## src/rtl/cpu_pkg.sv

```systemverilog
// Shared pipeline types: forwarding-mux select codes and mul/div FSM states.
package cpu_pkg;

  localparam int REG_AW = 5;

  typedef enum logic [1:0] {
    FWD_RF  = 2'b00,
    FWD_WB  = 2'b01,
    FWD_MEM = 2'b10
  } fwd_sel_t;

  typedef enum logic {
    IDLE = 1'b0,
    BUSY = 1'b1
  } md_state_t;

endpackage

```

## src/rtl/hazard_unit_fwd_select.sv

```systemverilog
// One EX-operand forwarding select: newest producer (MEM) wins over WB; x0 never forwards.
module fwd_select
  import cpu_pkg::*;
#(
  parameter int AW = cpu_pkg::REG_AW
) (
  input  logic [AW-1:0] rs_e_i,
  input  logic [AW-1:0] rd_m_i,
  input  logic [AW-1:0] rd_w_i,
  input  logic          reg_write_m_i,
  input  logic          reg_write_w_i,
  output fwd_sel_t      sel_o
);

  logic rs_nonzero;

  assign rs_nonzero = (rs_e_i != '0);

  always_comb begin
    sel_o = FWD_RF;
    if (reg_write_m_i && (rd_m_i == rs_e_i) && rs_nonzero) begin
      sel_o = FWD_MEM;
    end else if (reg_write_w_i && (rd_w_i == rs_e_i) && rs_nonzero) begin
      sel_o = FWD_WB;
    end
  end

endmodule

```

## src/rtl/hazard_unit.sv

```systemverilog
// Hazard/forwarding controller: EX operand selects, load-use stall, branch flush,
// and a hold FSM that keeps the pipeline frozen while a multi-cycle mul/div sits in EX.
module hazard_unit
  import cpu_pkg::*;
#(
  parameter int REG_AW     = cpu_pkg::REG_AW,
  parameter int MD_LATENCY = 4,
  parameter int CNT_W      = 3
) (
  input  logic              clk,
  input  logic              reset,
  input  logic [REG_AW-1:0] Rs1D,
  input  logic [REG_AW-1:0] Rs2D,
  input  logic [REG_AW-1:0] Rs1E,
  input  logic [REG_AW-1:0] Rs2E,
  input  logic [REG_AW-1:0] RdE,
  input  logic [REG_AW-1:0] RdM,
  input  logic [REG_AW-1:0] RdW,
  input  logic              RegWriteM,
  input  logic              RegWriteW,
  input  logic              LoadE,
  input  logic              PCSrcE,
  input  logic              MdStartE,
  output logic [1:0]        ForwardAE,
  output logic [1:0]        ForwardBE,
  output logic              StallF,
  output logic              StallD,
  output logic              StallE,
  output logic              FlushD,
  output logic              FlushE,
  output logic              FlushM,
  output logic              MdDone
);

  fwd_sel_t             fwd_a;
  fwd_sel_t             fwd_b;
  md_state_t            state_q, state_d;
  logic [CNT_W-1:0]     cnt_q, cnt_d;
  logic                 lw_stall;
  logic                 md_hold;
  logic                 md_done;

  fwd_select #(.AW(REG_AW)) u_fwd_a (
    .rs_e_i        (Rs1E),
    .rd_m_i        (RdM),
    .rd_w_i        (RdW),
    .reg_write_m_i (RegWriteM),
    .reg_write_w_i (RegWriteW),
    .sel_o         (fwd_a)
  );

  fwd_select #(.AW(REG_AW)) u_fwd_b (
    .rs_e_i        (Rs2E),
    .rd_m_i        (RdM),
    .rd_w_i        (RdW),
    .reg_write_m_i (RegWriteM),
    .reg_write_w_i (RegWriteW),
    .sel_o         (fwd_b)
  );

  assign lw_stall = LoadE && (RdE != '0) && ((Rs1D == RdE) || (Rs2D == RdE));

  always_ff @(posedge clk or posedge reset) begin
    if (reset) begin
      state_q <= IDLE;
      cnt_q   <= '0;
    end else begin
      state_q <= state_d;
      cnt_q   <= cnt_d;
    end
  end

  // MdStartE stays high while the op is held in EX, so it only matters in IDLE.
  always_comb begin
    state_d = state_q;
    cnt_d   = cnt_q;
    case (state_q)
      IDLE: begin
        if (MdStartE) begin
          state_d = BUSY;
          cnt_d   = CNT_W'(MD_LATENCY - 2);
        end
      end
      BUSY: begin
        if (cnt_q == '0) begin
          state_d = IDLE;
        end else begin
          cnt_d = cnt_q - CNT_W'(1);
        end
      end
      default: begin
        state_d = IDLE;
        cnt_d   = '0;
      end
    endcase
  end

  // Hold covers the start cycle and every BUSY cycle except the final one,
  // which releases the stalls so the result moves on to MEM.
  always_comb begin
    md_hold = 1'b0;
    md_done = 1'b0;
    case (state_q)
      IDLE:    md_hold = MdStartE;
      BUSY: begin
        md_hold = (cnt_q != '0);
        md_done = (cnt_q == '0);
      end
      default: md_hold = 1'b0;
    endcase
  end

  always_comb begin
    ForwardAE = FWD_RF;
    ForwardBE = FWD_RF;
    StallF    = 1'b0;
    StallD    = 1'b0;
    StallE    = 1'b0;
    FlushD    = 1'b0;
    FlushE    = 1'b0;
    FlushM    = 1'b0;
    MdDone    = 1'b0;
    if (!reset) begin
      ForwardAE = fwd_a;
      ForwardBE = fwd_b;
      StallF    = md_hold || lw_stall;
      StallD    = md_hold || lw_stall;
      StallE    = md_hold;
      FlushD    = PCSrcE;
      FlushE    = PCSrcE || (lw_stall && !md_hold);
      FlushM    = md_hold;
      MdDone    = md_done;
    end
  end

endmodule

```

## config.mk

```make
export PLATFORM = sky130hd
export DESIGN_NAME = hazard_unit
export DESIGN_NICKNAME = d
export VERILOG_FILES = /design/src/rtl/cpu_pkg.sv /design/src/rtl/hazard_unit_fwd_select.sv /design/src/rtl/hazard_unit.sv
export SDC_FILE = /design/constraint.sdc
export NUM_CORES = 1
export LEC_CHECK = 0
export CORE_MARGIN = 10
export CORE_UTILIZATION = 34
export DETAILED_ROUTE_END_ITERATION = 8
export MAX_ROUTING_LAYER = met4
export PLACE_DENSITY = 0.8
export SETUP_SLACK_MARGIN = 0.15
export SYNTH_ARGS = -nofsm -noshare
export SYNTH_HDL_FRONTEND = slang
export SYNTH_SLANG_ARGS = --single-unit
```

## constraint.sdc

```tcl
create_clock -name clk -period 1.6 [get_ports clk]
set_clock_uncertainty 0.1 [all_clocks]
set_input_delay 0.16 -clock clk [delete_from_list [all_inputs] [get_ports clk]]
set_output_delay 0.16 -clock clk [all_outputs]
set_load 0.02 [all_outputs]
```

Yosys cells after proc, flatten, opt, wreduce, memory -nomap -nowiden
Cells that the tools add are included.
{"block": "op_classes", "n_reduce_logical": 21, "n_eq_ne": 8, "addsub": 1, "muxes": 19, "bitwise_logic": 1}
{"operator": "== test 5 bit", "count": 6}
{"operator": "nonzero test 5 bit", "count": 3}
{"operator": "logical AND 1 bit", "count": 11}
{"operator": "2-to-1 mux 1 bit", "count": 10}
{"operator": "2-to-1 mux 2 bit", "count": 4}
{"operator": "2-to-1 mux 3 bit", "count": 2}
{"operator": "one-hot mux 3 bit (2 select lines)", "count": 1}
{"operator": "inequality test 2 bit, second input constant", "count": 2}
{"operator": "one-hot mux 1 bit (2 select lines)", "count": 2}
{"operator": "logical NOT 3 bit", "count": 1}
{"operator": "logical OR 1 bit", "count": 3}
{"operator": "nonzero test 3 bit", "count": 1}
{"operator": "subtractor 3 x 1 -> 3 bit, second input constant", "count": 1}
{"operator": "AND reduction 2 bit", "count": 1}
{"operator": "logical NOT 1 bit", "count": 1}
{"operator": "NOT 1 bit", "count": 1}
{"block": "word_totals", "inputBits": 42, "output_inout_bits": 11, "ff_bits": 4, "word_cells": 52}

Depth between registers and ports, before layout
{"block": "depth", "word_depth": 6, "ltp_mapped": 6, "depth_no_buf": 6}

By module
From an unflattened synthesis, not the netlist that was laid out.
{"block": "hier_totals", "hier_cells": 84, "area_unflattened_um2": 694.4}
{"mod": "hazard_unit", "seq_area_each_um2": 100.1, "cells_per_inst": 48, "area_per_inst_um2": 416.6, "n_inst": 1}
{"mod": "fwd_select", "seq_area_each_um2": 0.0, "cells_per_inst": 18, "area_per_inst_um2": 138.9, "n_inst": 2}

Worst setup path after synthesis
Ideal clock, no wire load.
{"block": "synth_path", "path_kind": "reg-to-output", "from": "reg cnt_q[0]", "to": "out StallF", "path_stages_with_launch": 7, "setup_slack_ns": -0.159, "t_arrival_ns": 1.499, "path_buffers": 1, "t_required_ns": 1.340, "cell_sequence": "dfrtp_1 > inv_1 > ha_1 > nand3b_1 > o21ai_0 > o22ai_1 > buf_4"}
{"block": "synth_between", "elab_chain_cells": 4}
{"element": "from (decl)", "line_no": "hazard_unit.sv:38", "rtl": "logic [CNT_W-1:0] cnt_q, cnt_d;"}
{"element": "from (signal assigned)", "line_no": "hazard_unit.sv:69", "rtl": "cnt_q <= cnt_d;"}
{"element": "nonzero test 3 bit", "line_no": "hazard_unit.sv:106", "rtl": "md_hold = (cnt_q != '0);"}
{"element": "one-hot mux 1 bit (2 select lines)", "line_no": "hazard_unit.sv:103", "rtl": "case (state_q)"}
{"element": "logical OR 1 bit"}
{"element": "2-to-1 mux 1 bit"}
{"element": "to (decl)", "line_no": "hazard_unit.sv:26", "rtl": "output logic StallF,"}
Every way passes these cells.

Worst setup path after layout
{"block": "layout_path", "from": "in Rs2E[3]", "to": "out ForwardBE[0]"}
{"block": "layout_between", "elab_chain_cells": 6, "elab_cells_between_ends": 10, "cone_classes": "2 x eq/ne; 3 x mux; 5 x reduce/logical"}
{"element": "from (decl)", "line_no": "hazard_unit.sv:15", "rtl": "input logic [REG_AW-1:0] Rs2E,"}
{"element": "== test 5 bit", "line_no": "hazard_unit_fwd_select.sv:23", "rtl": "end else if (reg_write_w_i && (rd_w_i == rs_e_i) && rs_nonzero) begin"}
{"element": "logical AND 1 bit (2 in series)", "line_no": "hazard_unit_fwd_select.sv:23"}
{"element": "2-to-1 mux 1 bit", "line_no": "hazard_unit_fwd_select.sv:23"}
{"element": "2-to-1 mux 2 bit *", "line_no": "hazard_unit_fwd_select.sv:21", "rtl": "if (reg_write_m_i && (rd_m_i == rs_e_i) && rs_nonzero) begin"}
{"element": "2-to-1 mux 2 bit *", "line_no": "hazard_unit.sv:123", "rtl": "if (!reset) begin"}
{"element": "to (decl)", "line_no": "hazard_unit.sv:25", "rtl": "output logic [1:0] ForwardBE,"}
Every way passes the cells marked *; elsewhere a longest branch is shown, timed or not.

==> results.sh <==
export IMPL_wirelength_um=3520
export IMPL_hold_buffers=0
export IMPL_htree_num_levels=1
export IMPL_cts_tree="done"
export IMPL_initial_utilization_pct=36.1
export IMPL_drt_iter0_drc=24
export IMPL_hp_class="input pin to asynchronous set/reset pin"
export IMPL_total_power_mw=1.31
export IMPL_vias_per_cell=4.84
export IMPL_worst_slew_pin_transition_ns=0.331
export IMPL_synth_warnings=0
export IMPL_numCtsBuffers=3
export IMPL_die_x_um=65.9
export IMPL_dieArea_sq_mm=0.00434
export IMPL_hold_viol_final=0
export IMPL_synth_seq_area_share_pct=14.0
export IMPL_n_antenna_cell=0
export IMPL_dieHeight_um=65.9
export IMPL_synth_compound_area_share_pct=6.29
export IMPL_post_route_period_util_pct=111
export IMPL_synthSimpleGateAreaFrac_pct=32.7
export IMPL_drc=0
export IMPL_rsz0062_at_grt="true"
export IMPL_power_leakage_nw=0.757
export IMPL_drtPass1Iterations=3
export IMPL_vdd_drop_max_mv=1.16
export IMPL_ff2ff_path_depth=9
export IMPL_status="complete, but fails checks"
export IMPL_gp_congestion=0.828
export IMPL_cp_start_kind="input pin"
export IMPL_final_cells=199
export IMPL_setup_worst_path_start="Rs2E[3]"
export IMPL_place_ws_ns=-0.895
export IMPL_grt_pass1_wl_um=4970
export IMPL_muxShareOfSynthArea_pct=1.57
export IMPL_hpwl_um=2630
export IMPL_rrSetupSlack_ns=0.10
export IMPL_synth_cell_type_count=25
export IMPL_ios=53
export IMPL_port_buffers=52
export IMPL_area_growth_synth_to_final_pct=135
export IMPL_syn_num_nets=130
export IMPL_rr_endpoint="cnt_q[0]"
export IMPL_clk_latency_ns=0.23
export IMPL_via_count=963
export IMPL_syn_inst=86
export IMPL_synth_top_family_by_area="XOR/XNOR gates"
export IMPL_grt_start_max_net_pins=6
export IMPL_final_setup_viol_count=9
export IMPL_row_count=16
export IMPL_crit_required_ns=1.34
export IMPL_end_kind="primary output"
export IMPL_ant_nets=0
export IMPL_synth_top_area_cell="xnor2_1"
export IMPL_synth_top_area_share_pct=19.6
export IMPL_finalCriticalPeriod_ns=1.78
export IMPL_critPathArrivalTime_ns=1.52
export IMPL_grt_pass1_vias=1054
export IMPL_p_per_area_mw_per_mm2=782
export IMPL_crit_type="input pin to primary output"
export IMPL_synth_seq_cells=4
export IMPL_grt_usage_pct=14.7
export IMPL_wire_per_inst_um=17.7
export IMPL_nets=218
export IMPL_core_sq_mm=0.00198
export IMPL_syn_cell_area_sq_um=716
export IMPL_layout_drive_gt1_share_pct=52.9
export IMPL_max_slew_margin_pct=77.8
export IMPL_drv_cap=0
export IMPL_synth_fa_ha_area_share_pct=3.50
export IMPL_antenna_found_initial=0
export IMPL_clkSinkCount=4
export IMPL_synth_xor_area_share_pct=36.7
export IMPL_worstReg2RegStart="cnt_q[0]"
export IMPL_clk_pin_slew_ns=0.03
export IMPL_place_inst=183
export IMPL_root_buffer="clkbuf_4"
export IMPL_max_freq_ghz=0.562
export IMPL_worstPathMaxFanout=2
export IMPL_synthTopCellsByArea="xnor2_1, xor2_1, dfrtp_1, nor4_2, nand4_1"
export IMPL_drv_slew=0
export IMPL_clockBufferDepth=2
export IMPL_syn_avg_cell_area_sq_um=8.32
export IMPL_tns_ns=-0.514
export IMPL_overflow=0
export IMPL_setup_ws_ns=-0.179
export IMPL_violations="setup timing"
export IMPL_n_fill_cell=112
## logic make-up (layout without fill, tap and decap cells)
| group | count (synthesis) | after routing |
|---|---|---|
| muxes | 1 | 1 |
| and+or+nand+nor | 34 | 34 |
| AOI/OAI and AO/OA | 7 | 7 |
| adders and majority gates | 2 | 2 |
| buffers and inverters | 8 | 94 |
| DFF | 4 | 4 |
| xor gates and xnor gates | 30 | 30 |
## cell usage in the layout (no fill, tap or decap), types with 4 or more instances in the layout
cell type        Yosys  routed
dlymetal6s2s_1       0       4
nor4_4               0       4
clkdlybuf4s50_1      0       9
xnor2_1             16      14
buf_4                2      30
nand4_1              5       5
buf_2                0       7
buf_6                0      17
xor2_1              14      12
nand2_1              5       5
dfrtp_1              4       4
dlygate4sd2_1        0      16
## worst max-delay path: stages
cell and delay, ns:
buf_6 0.09, or4_4 0.53, nor2_4 0.12, nor4_4 0.05
buf_4 0.14, nor4_4 0.23, buf_4 0.19
## cell usage after synthesis
master    instances
nand4_1           5
and4_1            1
mux2_2            1
o21bai_1          1
buf_4             2
nand3b_1          1
xnor2_1          16
nand2_1           5
o21ai_0           3
nor2b_1           3
nor3_1            3
and2_2            1
dfrtp_1           4
a22oi_1           1
inv_1             6
and2_1            1
nor4_2            4
nor2_4            2
ha_1              2
xor2_1           14
nor2_1            4
a32oi_1           1
nand3_1           2
or4_4             2
o22ai_1           1
## worst max-delay path by stage
stage / endpoint / cells past startpoint
floorplan: ForwardAE[0] / 4
global placement: ForwardBE[0] / 6
detailed placement: ForwardBE[0] / 6
CTS: ForwardBE[0] / 7
global route: FlushE / 7
finish: ForwardBE[0] / 7
## flip-flops by register name, summed over array words and instances (netlist names)
register  count
cnt_q         3
state_q       1
## cell type report
cell class | count | area [sq um] | area share, %
timing repair buffer | 85 | 757 | 45.1
multi-input combinational | 74 | 741 | 44.1
sequential | 4 | 100 | 5.96
tap | 27 | 33.8 | 2.01
inverter | 6 | 25.0 | 1.49
clock buffer | 3 | 22.5 | 1.34
## where the power goes
group / switching [mW] / internal, mW / total [mW]
clock: 0.0347 / 0.0835 / 0.118
sequential: 0.0320 / 0.150 / 0.182
combinational: 0.459 / 0.554 / 1.01
## routing by layer
metal,global-route usage [%],up-vias,part of all wire [%]
met3,1.02,6,3.1
met5,-,-,0
met2,29.1,26,58
met4,4.28,0,1.7
met1,14.8,464,37
li1,-,467,-
## repair_timing
| action | CTS | global route |
|---|---|---|
| setup endpoints to repair | 12 | 13 |
| gates resized for setup | 146 | 19 |
| setup buffers | 8 | 5 |
| pin swaps | 25 | 16 |
| endpoints found under the hold margin | 0 | 0 |
## stage by stage
stage | hold WS [ns] | utilization, % | cell area [sq um]
2_1_floorplan | -0.158 | - | 773
3_3_place_gp | 0.474 | 73.6 | 1460
3_5_place_dp | 0.508 | 73.6 | 1460
4_1_cts | 0.319 | 81.4 | 1610
5_1_grt | 0.150 | 84.7 | 1680
6_report | 0.139 | 84.7 | 1680
No activity file was read; power rests on OpenSTA's default activity.
